`src/rtl/fwd_hazard_pkg.sv`:
```
// Shared types for the forwarding/hazard unit: forwarding select codes,
// interlock FSM states and the per-stage match vector.
// Pure declarations, no logic, no backpressure.
package fwd_hazard_pkg;

  // Per-source EX operand select, 2 bits per source.
  typedef enum logic [1:0] {
    FWD_RF  = 2'b00,
    FWD_WB  = 2'b01,
    FWD_MEM = 2'b10
  } fwd_sel_e;

  // Interlock controller states.
  typedef enum logic [1:0] {
    IDLE     = 2'd0,
    BR_WAIT  = 2'd1,
    MEM_WAIT = 2'd2
  } hz_state_e;

  localparam int ZERO_REG_DEFAULT = 31;

  // Which pipeline stage destinations match one register address.
  typedef struct packed {
    logic wb;
    logic mem;
    logic ex;
  } hit_t;

endpackage

```
`src/rtl/fwd_match.sv`:
```
// Compares one register address against the EX/MEM/WB destinations.
// Latency: combinational. Backpressure: none.
// Ports: addr/used = operand under test; *_rd/*_we = stage destinations;
//        hit = per-stage match (the zero register never matches).
module fwd_match
  import fwd_hazard_pkg::*;
#(
  parameter int REG_AW   = 5,
  parameter int ZERO_REG = ZERO_REG_DEFAULT
) (
  input  logic [REG_AW-1:0] addr,
  input  logic              used,
  input  logic [REG_AW-1:0] ex_rd,
  input  logic              ex_we,
  input  logic [REG_AW-1:0] mem_rd,
  input  logic              mem_we,
  input  logic [REG_AW-1:0] wb_rd,
  input  logic              wb_we,
  output hit_t              hit
);

  localparam logic [REG_AW-1:0] ZR = REG_AW'(ZERO_REG);

  always_comb begin
    hit.ex  = used & ex_we  & (ex_rd  == addr) & (ex_rd  != ZR);
    hit.mem = used & mem_we & (mem_rd == addr) & (mem_rd != ZR);
    hit.wb  = used & wb_we  & (wb_rd  == addr) & (wb_rd  != ZR);
  end

endmodule

```
`src/rtl/fwd_hazard_unit.sv`:
```
// EX operand forwarding, ID branch-operand forwarding and all pipeline interlocks.
// Latency: forwarding and stall outputs are combinational from inputs + FSM state.
// Backpressure: drives stall_if/stall_id/bubble_ex/freeze_mem into the pipeline registers.
// Ports: ex_src_*/id_src_* = per-source operand addresses and valids; id_is_branch/
//   id_br_addr = CBZ/BR operand; {ex,mem,wb}_rd/_reg_write/_is_load = producers;
//   *_alu_result/wb_write_data = forwarding data; mem_load_valid = load data returned;
//   fwd_sel = 2b per source (00 RF, 10 MEM, 01 WB); br_fwd_* = branch override;
//   stall_cnt/fwd_cnt = statistics, live only with FWD_HAZARD_STATS_EN defined.
// All outputs are forced to 0 while rst (active-low) is asserted.
module fwd_hazard_unit
  import fwd_hazard_pkg::*;
#(
  parameter int DATA_W        = 64,
  parameter int REG_AW        = 5,
  parameter int NUM_SRC       = 3,
  parameter int ZERO_REG      = ZERO_REG_DEFAULT,
  parameter int BR_LOAD_STALL = 2
) (
  input  logic                      clk,
  input  logic                      rst,
  input  logic [NUM_SRC*REG_AW-1:0] ex_src_addr,
  input  logic [NUM_SRC-1:0]        ex_src_used,
  input  logic [NUM_SRC*REG_AW-1:0] id_src_addr,
  input  logic [NUM_SRC-1:0]        id_src_used,
  input  logic                      id_is_branch,
  input  logic [REG_AW-1:0]         id_br_addr,
  input  logic [REG_AW-1:0]         ex_rd,
  input  logic [REG_AW-1:0]         mem_rd,
  input  logic [REG_AW-1:0]         wb_rd,
  input  logic                      ex_reg_write,
  input  logic                      mem_reg_write,
  input  logic                      wb_reg_write,
  input  logic                      ex_is_load,
  input  logic                      mem_is_load,
  input  logic [DATA_W-1:0]         ex_alu_result,
  input  logic [DATA_W-1:0]         mem_alu_result,
  input  logic [DATA_W-1:0]         wb_write_data,
  input  logic                      mem_load_valid,
  output logic [2*NUM_SRC-1:0]      fwd_sel,
  output logic                      br_fwd_valid,
  output logic [DATA_W-1:0]         br_fwd_data,
  output logic                      stall_if,
  output logic                      stall_id,
  output logic                      bubble_ex,
  output logic                      freeze_mem,
  output logic [31:0]               stall_cnt,
  output logic [31:0]               fwd_cnt
);

  localparam int CNT_W = (BR_LOAD_STALL > 1) ? $clog2(BR_LOAD_STALL) : 1;

  hit_t ex_hit [NUM_SRC];
  hit_t id_hit [NUM_SRC];
  hit_t br_hit;

  for (genvar i = 0; i < NUM_SRC; i++) begin : g_src
    fwd_match #(.REG_AW(REG_AW), .ZERO_REG(ZERO_REG)) u_ex_match (
      .addr(ex_src_addr[i*REG_AW +: REG_AW]), .used(ex_src_used[i]),
      .ex_rd(ex_rd), .ex_we(ex_reg_write), .mem_rd(mem_rd), .mem_we(mem_reg_write),
      .wb_rd(wb_rd), .wb_we(wb_reg_write), .hit(ex_hit[i])
    );
    fwd_match #(.REG_AW(REG_AW), .ZERO_REG(ZERO_REG)) u_id_match (
      .addr(id_src_addr[i*REG_AW +: REG_AW]), .used(id_src_used[i]),
      .ex_rd(ex_rd), .ex_we(ex_reg_write), .mem_rd(mem_rd), .mem_we(mem_reg_write),
      .wb_rd(wb_rd), .wb_we(wb_reg_write), .hit(id_hit[i])
    );
  end

  fwd_match #(.REG_AW(REG_AW), .ZERO_REG(ZERO_REG)) u_br_match (
    .addr(id_br_addr), .used(id_is_branch),
    .ex_rd(ex_rd), .ex_we(ex_reg_write), .mem_rd(mem_rd), .mem_we(mem_reg_write),
    .wb_rd(wb_rd), .wb_we(wb_reg_write), .hit(br_hit)
  );

  // ---------------- forwarding ----------------
  logic [2*NUM_SRC-1:0] fwd_sel_raw;
  logic                 load_use;
  logic                 unused_hits;  // EX-stage hits of EX sources, MEM/WB hits of ID sources
  logic                 br_vld_raw;
  logic [DATA_W-1:0]    br_dat_raw;

  always_comb begin
    fwd_sel_raw = '0;
    load_use    = 1'b0;
    unused_hits = 1'b0;
    for (int i = 0; i < NUM_SRC; i++) begin
      if (ex_hit[i].mem)     fwd_sel_raw[2*i +: 2] = FWD_MEM;
      else if (ex_hit[i].wb) fwd_sel_raw[2*i +: 2] = FWD_WB;
      load_use    = load_use | (id_hit[i].ex & ex_is_load);
      unused_hits = unused_hits ^ ex_hit[i].ex ^ id_hit[i].mem ^ id_hit[i].wb;
    end
  end

  // A load producer has no data yet in EX/MEM, so those rows skip it and the
  // interlocks below cover the gap.
  always_comb begin
    br_vld_raw = 1'b0;
    br_dat_raw = '0;
    if (br_hit.ex && !ex_is_load) begin
      br_vld_raw = 1'b1;
      br_dat_raw = ex_alu_result;
    end else if (br_hit.mem && !mem_is_load) begin
      br_vld_raw = 1'b1;
      br_dat_raw = mem_alu_result;
    end else if (br_hit.wb) begin
      br_vld_raw = 1'b1;
      br_dat_raw = wb_write_data;
    end
  end

  // ---------------- interlocks ----------------
  hz_state_e        state, eff_state, nxt_state;
  logic [CNT_W-1:0] cnt, nxt_cnt;
  logic             resume_br, nxt_resume;
  logic             hz_stall, hz_bubble, hz_freeze;
  logic             mem_wait_req, br_ex_load, br_mem_load;

  assign mem_wait_req = mem_is_load & mem_reg_write & ~mem_load_valid;
  assign br_ex_load   = br_hit.ex & ex_is_load;
  assign br_mem_load  = br_hit.mem & mem_is_load;

  // The cycle the load data arrives is already handled by the state we resume to,
  // so a branch wait continues without a gap.
  always_comb begin
    eff_state = state;
    if (state == MEM_WAIT && mem_load_valid) eff_state = resume_br ? BR_WAIT : IDLE;
  end

  always_comb begin
    nxt_state  = eff_state;
    nxt_cnt    = cnt;
    nxt_resume = resume_br;
    hz_stall   = 1'b0;
    hz_bubble  = 1'b0;
    hz_freeze  = 1'b0;
    unique case (eff_state)
      MEM_WAIT: begin
        hz_freeze = 1'b1;
        hz_stall  = 1'b1;
      end
      BR_WAIT: begin
        if (mem_wait_req) begin
          hz_freeze  = 1'b1;
          hz_stall   = 1'b1;
          nxt_state  = MEM_WAIT;
          nxt_resume = 1'b1;
        end else if (cnt == '0) begin
          nxt_state = IDLE;
        end else begin
          hz_stall  = 1'b1;
          hz_bubble = 1'b1;
          nxt_cnt   = cnt - CNT_W'(1);
        end
      end
      default: begin
        if (mem_wait_req) begin
          hz_freeze  = 1'b1;
          hz_stall   = 1'b1;
          nxt_state  = MEM_WAIT;
          nxt_resume = 1'b0;
        end else if (br_ex_load) begin
          hz_stall  = 1'b1;
          hz_bubble = 1'b1;
          nxt_state = BR_WAIT;
          nxt_cnt   = CNT_W'(BR_LOAD_STALL - 1);
        end else if (br_mem_load || load_use) begin
          hz_stall  = 1'b1;
          hz_bubble = 1'b1;
        end
      end
    endcase
  end

  always_ff @(posedge clk or negedge rst) begin
    if (!rst) begin
      state     <= IDLE;
      cnt       <= '0;
      resume_br <= 1'b0;
    end else begin
      state     <= nxt_state;
      cnt       <= nxt_cnt;
      resume_br <= nxt_resume;
    end
  end

  assign fwd_sel      = rst ? fwd_sel_raw : '0;
  assign br_fwd_valid = rst & br_vld_raw;
  assign br_fwd_data  = rst ? br_dat_raw : '0;
  assign stall_if     = rst & hz_stall;
  assign stall_id     = rst & hz_stall;
  assign bubble_ex    = rst & hz_bubble;
  assign freeze_mem   = rst & hz_freeze;

  // ---------------- statistics ----------------
`ifdef FWD_HAZARD_STATS_EN
  logic [31:0] stall_q, fwd_q;

  always_ff @(posedge clk or negedge rst) begin
    if (!rst) begin
      stall_q <= '0;
      fwd_q   <= '0;
    end else begin
      if (stall_id && stall_q != '1) stall_q <= stall_q + 32'd1;
      if (((|fwd_sel) || br_fwd_valid) && fwd_q != '1) fwd_q <= fwd_q + 32'd1;
    end
  end

  assign stall_cnt = stall_q;
  assign fwd_cnt   = fwd_q;
`else
  assign stall_cnt = '0;
  assign fwd_cnt   = '0;
`endif

endmodule

```
`config.mk`:
```
export PLATFORM = sky130hd
export DESIGN_NAME = fwd_hazard_unit
export DESIGN_NICKNAME = d
export VERILOG_FILES = /design/src/rtl/fwd_hazard_pkg.sv /design/src/rtl/fwd_match.sv /design/src/rtl/fwd_hazard_unit.sv
export SDC_FILE = /design/constraint.sdc
export NUM_CORES = 1
export LEC_CHECK = 0
export BUFFER_PORTS_ARGS = -buffer_cell sky130_fd_sc_hd__buf_2
export CAP_MARGIN = 25
export CORE_AREA = 3 3 155 157
export CTS_CLUSTER_DIAMETER = 150
export CTS_CLUSTER_SIZE = 14
export DETAILED_ROUTE_END_ITERATION = 10
export DIE_AREA = 0 0 158 160
export HOLD_SLACK_MARGIN = 0.02
export PLACE_DENSITY_LB_ADDON = 0.15
export SLEW_MARGIN = 20
export SYNTH_ARGS = -nofsm -noshare
export SYNTH_HDL_FRONTEND = slang
export SYNTH_SLANG_ARGS = --single-unit
```
`constraint.sdc`:
```
create_clock -name clk -period 3.5 [get_ports clk]
set_input_delay 0.175 -clock clk [delete_from_list [all_inputs] [get_ports clk]]
set_output_delay 0.175 -clock clk [all_outputs]
set_load 0.01 [all_outputs]
```
Word level (Yosys, flattened, before mapping). Index checks and enable logic that the tools add are counted.

Bits in registers: 4. Latch bits: 0. Bits in writable memories: 0. Memory bits (read-only): 0. Input port bits: 257. Memories kept: 0.

Add/sub/neg operators: 1. $mul: 0. Divide/modulo/power cells: 0. $lt $le $gt $ge: 0. Eq/ne operators: 18. Shifts and indexed selects: 0. Multiplexer cells: 40. Bitwise logic cells: 52. Reductions and logical operators: 9.

Operators with widths (count): $mux W64 (4); $eq A5 B5 Y1 (12); $and A1 B1 Y1 (47); $mux W1 (22); $mux W2 (8); $ne A5 B5 Y1 const B (3); $pmux W1 S2 (4); $mux W6 (1); $eq A2 B2 Y1 const B (2); $pmux W2 S2 (1); $logic_and A1 B1 Y1 (3); $not A1 Y1 (3); $reduce_and A3 Y1 (1); $eq A2 B1 Y1 const B (1); $logic_not A1 Y1 (2); $or A1 B1 Y1 (2); $reduce_and A2 Y1 (1); $reduce_bool A2 Y1 (1); $logic_or A1 B1 Y1 (1); $sub A1 B1 Y1 const B (1).

Depth between registers and ports, before layout.
Depth after elaboration: 12. Gate-level depth with buffers: 9.

Hierarchy. A second synthesis with hierarchy kept.

Cell total of the unflattened synthesis: 625. Area, all modules: 4031.4 um2.

By module, submodules not included: fwd_hazard_unit (times used 1, cells an instance 422, area each 2551.2 um2, sequential area each 100.1 um2); fwd_match (times used 7, cells an instance 29, area each 211.5 um2, sequential area each 0.0 um2).

Worst setup path before layout. No wires, ideal clock.

Path kind: register to output. Start point: reg state[0]. End point: out stall_if. Arrival: 1.636 ns. Data required time: 3.325 ns. Slack: 1.689 ns. Stages on the path, launching flop included: 9. Buffers on the path: 1. Cell sequence: dfrtp_1 o21ai_0 inv_1 ha_1 a31oi_1 nand3b_1 nand2_1 a31oi_1 buf_4.

Longest elaborated chain between the ends: 6. Elaborated cells between the ends (all ways): 7. Those cells by class: eq/ne (3); mux (2); bitwise (1); reduce/logical (1).

RTL lines: start: declaration (RTL line fwd_hazard_unit.sv:112) `hz_state_e state, eff_state, nxt_state;`; start signal: assignment (RTL line fwd_hazard_unit.sv:180) `state <= nxt_state;`; $eq A2 B2 Y1 (RTL line fwd_hazard_unit.sv:126) `if (state == MEM_WAIT && mem_load_valid) eff_state = resume_br ? BR_WAIT : IDLE;`; $logic_and A1 B1 Y1 (RTL line fwd_hazard_unit.sv:126); $mux W2 * (RTL line fwd_hazard_unit.sv:126); $eq A2 B1 Y1 or $eq A2 B2 Y1 (tied branches) (RTL line fwd_hazard_unit.sv:136) `unique case (eff_state)`; $pmux W1 S2 * (RTL line fwd_hazard_unit.sv:136); $and A1 B1 Y1 *; end: declaration (RTL line fwd_hazard_unit.sv:42) `output logic stall_if,`.

Every way passes the cells marked *; elsewhere a longest branch is shown, timed or not.

Worst setup path after layout.
Start point: in wb_rd[2]. End point: out br_fwd_data[45].

Longest elaborated chain between the ends: 7. Elaborated cells between the ends (all ways): 8. Those cells by class: eq/ne (2); mux (4); bitwise (2).

RTL lines: start: declaration (RTL line fwd_hazard_unit.sv:29) `input logic [REG_AW-1:0] wb_rd,`; $eq A5 B5 Y1 (RTL line fwd_match.sv:27) `hit.wb = used & wb_we & (wb_rd == addr) & (wb_rd != ZR);`; $and A1 B1 Y1 (RTL line fwd_match.sv:27); $and A1 B1 Y1 * (RTL line fwd_match.sv:27); $mux W64 * (RTL line fwd_hazard_unit.sv:105) `end else if (br_hit.wb) begin`; $mux W64 * (RTL line fwd_hazard_unit.sv:102) `end else if (br_hit.mem && !mem_is_load) begin`; $mux W64 * (RTL line fwd_hazard_unit.sv:99) `if (br_hit.ex && !ex_is_load) begin`; $mux W64 * (RTL line fwd_hazard_unit.sv:188) `assign br_fwd_data = rst ? br_dat_raw : '0;`; end: declaration (RTL line fwd_hazard_unit.sv:41) `output logic [DATA_W-1:0] br_fwd_data,`.

Marked as above.

==> flow_metrics.py <==
metrics = {
    "placement": {
        "dpl.hpwl_mm": 13.7,
        "gp_congestion": 0.760,
        "placed_cells_incl_taps": 1034,
        "dpl-instance-area_um2": 4720,
        "dp_slack_ns": 1.03,
        "io_buffers": 331,
    },
    "clock_tree": {
        "post_cts_resized": 0,
        "cts_root_buffer": "clkbuf_16",
        "htree_levels": 1,
        "cts_tree": "built",
        "clkLatencyLatePin_ns": 0.22,
        "post-cts-setup-buffers": 0,
        "clock_sinks": 4,
        "clk_pin_slew_ns": 0.03,
        "cts-buffers-inserted": 3,
        "hold_buffers": 0,
        "cts_buffer_depth": 2,
    },
    "global_route": {
        "grt_pass1_wl_mm": 23.6,
        "grt_pass1_vias": 4066,
        "grt-ovfl-total": 0,
        "grt_start_max_net_pins": 66,
        "grt_usage_pct": 11.7,
        "antenna_found_initial": 0,
    },
    "timing": {
        "finalSetupViolCount": 0,
        "maxSlewViolCount": 0,
        "worst_slack_ns": 1.05,
        "hold_viol_final": 0,
        "fin_worst_skew_ns": 0.000390,
        "rsz0062_at_grt": "false",
        "min_period_ns": 2.45,
        "slew_headroom_pct": 43.5,
        "whs_ns": 0.0203,
        "max_freq_mhz": 408,
        "tns_ns": 0,
        "worst_slew_pin_slew_ns": 0.848,
        "fin_crit_sh_pct": 70.1,
    },
    "floorplan": {
        "row_count": 55,
        "die_y_um": 160,
        "initial_core_util_pct": 14.0,
        "core_um2": 22600,
        "io_pins": 396,
        "design.die.area_um2": 25300,
        "die_width_um": 158,
    },
    "synthesis": {
        "synth_compound_area_share_pct": 34.6,
        "ys_types": 38,
        "synth_top_family_by_area": "compound AO/OA/AOI/OAI gates",
        "yosysSeqAreaShare_pct": 3.16,
        "synth_top_area_share_pct": 16.1,
        "synth-xor-area-share_pct": 15.8,
        "avgSynthCellArea_um2": 6.86,
        "synthTopCellsByArea": "buf_4 (16%), a221oi_1 (15%), o21ai_1 (8.7%)",
        "synth-async-reset-ratio_pct": 100,
        "yosys_warnings": 0,
        "synth_simple_gate_area_share_pct": 18.9,
        "synth_area_um2": 3160,
        "synthMuxAreaShare_pct": 0,
        "yosysTopAreaCell": "buf_4",
        "synthCells": 461,
        "synth_ff_type": "dfrtp_1",
        "synth_fa_ha_area_share_pct": 0.791,
        "synth-edff-count": 0,
        "ys_ff_latch": 4,
    },
    "power_and_ir_drop": {
        "pwr-share-seq_pct": 10.5,
        "swShare_pct": 40.7,
        "clkPwrFrac_pct": 25.2,
        "power_density_nw_per_um2": 145,
        "ir_worst_vdd_uv": 182,
        "p_comb_share_pct": 64.4,
        "power_mw": 0.696,
        "switchingPower_mw": 0.283,
        "p_int_mw": 0.413,
        "power_leakage_nw": 2.41,
    },
    "worst_setup_path": {
        "path_class": "input pin to output port",
        "cp-end-kind": "output port",
        "crit_arrival_ns": 2.28,
        "cp-start-kind": "input pin",
        "required_ns": 3.32,
        "cp_max_fo": 27,
    },
    "final_layout": {
        "drive_gt1_share_pct": 47.6,
        "antenna_cells": 0,
        "fillers": 2625,
        "final_cells": 1037,
        "num-nets-final": 1013,
        "final_util_pct": 21.2,
        "final_area_um2": 4790,
        "syn_to_final_growth_pct": 51.5,
    },
    "detailed_routing": {
        "wl_per_cell_um": 16.3,
        "drc": 0,
        "vias": 4279,
        "via_per_inst": 4.13,
        "routed_wl_mm": 16.9,
        "dr.first_iter.drc_count": 225,
        "ant_nets": 0,
        "drt_pass1_iterations": 6,
    },
    "job": {
        "drv_cap": 0,
    },
    "outcome": {
        "status": "complete, no violations",
    },
    "hold_path": {
        "hold_path_class": "input pin to asynchronous set/reset pin",
    },
}
==> path summary, 6_finish.rpt <==
check	startpoint	to	slack (ns)	cells after the start
setup / recovery	wb_rd[2]	br_fwd_data[45]	1.05	9
hold / removal	rst	cnt$_DFFE_PN0P_	0.02	1
setup reg to reg	state[0]$_DFF_PN0_	cnt$_DFFE_PN0P_	1.75	6
hold reg to reg	resume_br$_DFFE_PN0P_	resume_br$_DFFE_PN0P_	0.52	2
max in group asynchronous	rst	state[1]$_DFF_PN0_	2.87	2
min in group clk	mem_load_valid	resume_br$_DFFE_PN0P_	0.45	4
==> state kept, by name, indices dropped and copies added (netlist names) <==
register   flops
cnt            1
resume_br      1
state          2
==> layout by cell type (no fill, tap or decap), types with 4 or more instances in the layout <==
cell,instances
nor2b_1,4
buf_2,331
xor2_1,30
o21ai_0,12
nor3_1,8
nand3_1,6
buf_12,4
o21ai_1,55
nand2_1,12
a221oi_1,54
nand4_1,10
nor2_1,66
inv_1,10
nor4_1,7
dfrtp_1,4
a221oi_2,10
xnor2_1,27
buf_4,4
conb_1,64
a31oi_1,4
a21oi_1,4
==> critical path, stage by stage <==
cell	delay, ns
buf_2	0.17
xor2_1	0.16
nor4_2	0.28
nand4_1	0.21
nor2_4	0.59
buf_12	0.26
a221oi_1	0.14
nor2_1	0.14
buf_2	0.13
==> layout make-up <==
class                   count  area [µm²]  area share, %
repair buffers            339        1770           36.9
flip-flops and latches      4         100           2.09
well taps                 285         357           7.44
multi-input cells         396        2460           51.3
inverters                  10        37.5          0.783
clock buffers               3        75.1           1.57
==> synthesized netlist by cell type, drive strengths merged (3+ instances only) <==
cell    count
a21oi       4
a221oi     64
a31oi       4
and2        3
buf       101
clkbuf     13
dfrtp       4
inv        10
nand2      12
nand3       6
nand4      10
nor2       68
nor2b       4
nor3        8
nor4        9
o21ai      68
xnor2      27
xor2       30
==> power groups by stage <==
| stage | Clock (mW) | Sequential, mW | Combinational, mW |
|---|---|---|---|
| 2_1_floorplan | 0 | 0.0694 | 0.291 |
| 3_3_place_gp | 0 | 0.0738 | 0.452 |
| 3_5_place_dp | 0 | 0.0726 | 0.447 |
| 4_1_cts | 0.179 | 0.0723 | 0.449 |
| 5_1_grt | 0.185 | 0.0741 | 0.498 |
| 6_report | 0.175 | 0.0727 | 0.448 |
==> cells by family after synthesis <==
kind of cell,count (synthesis)
AOI/OAI and AO/OA,150
xor gates and xnor gates,57
and+or+nand+nor,123
DFF,4
buffers and inverters,124
adders and majority gates,2
other,1
==> layer usage <==
layer	vias up	global-route usage (%)	wire length, µm
li1	2134	-	-
met1	1919	13.6	6580
met2	222	23.3	8960
met3	4	1.82	1310
met4	0	0.469	50
met5	-	0	0
(Power assumes the default switching activity.)
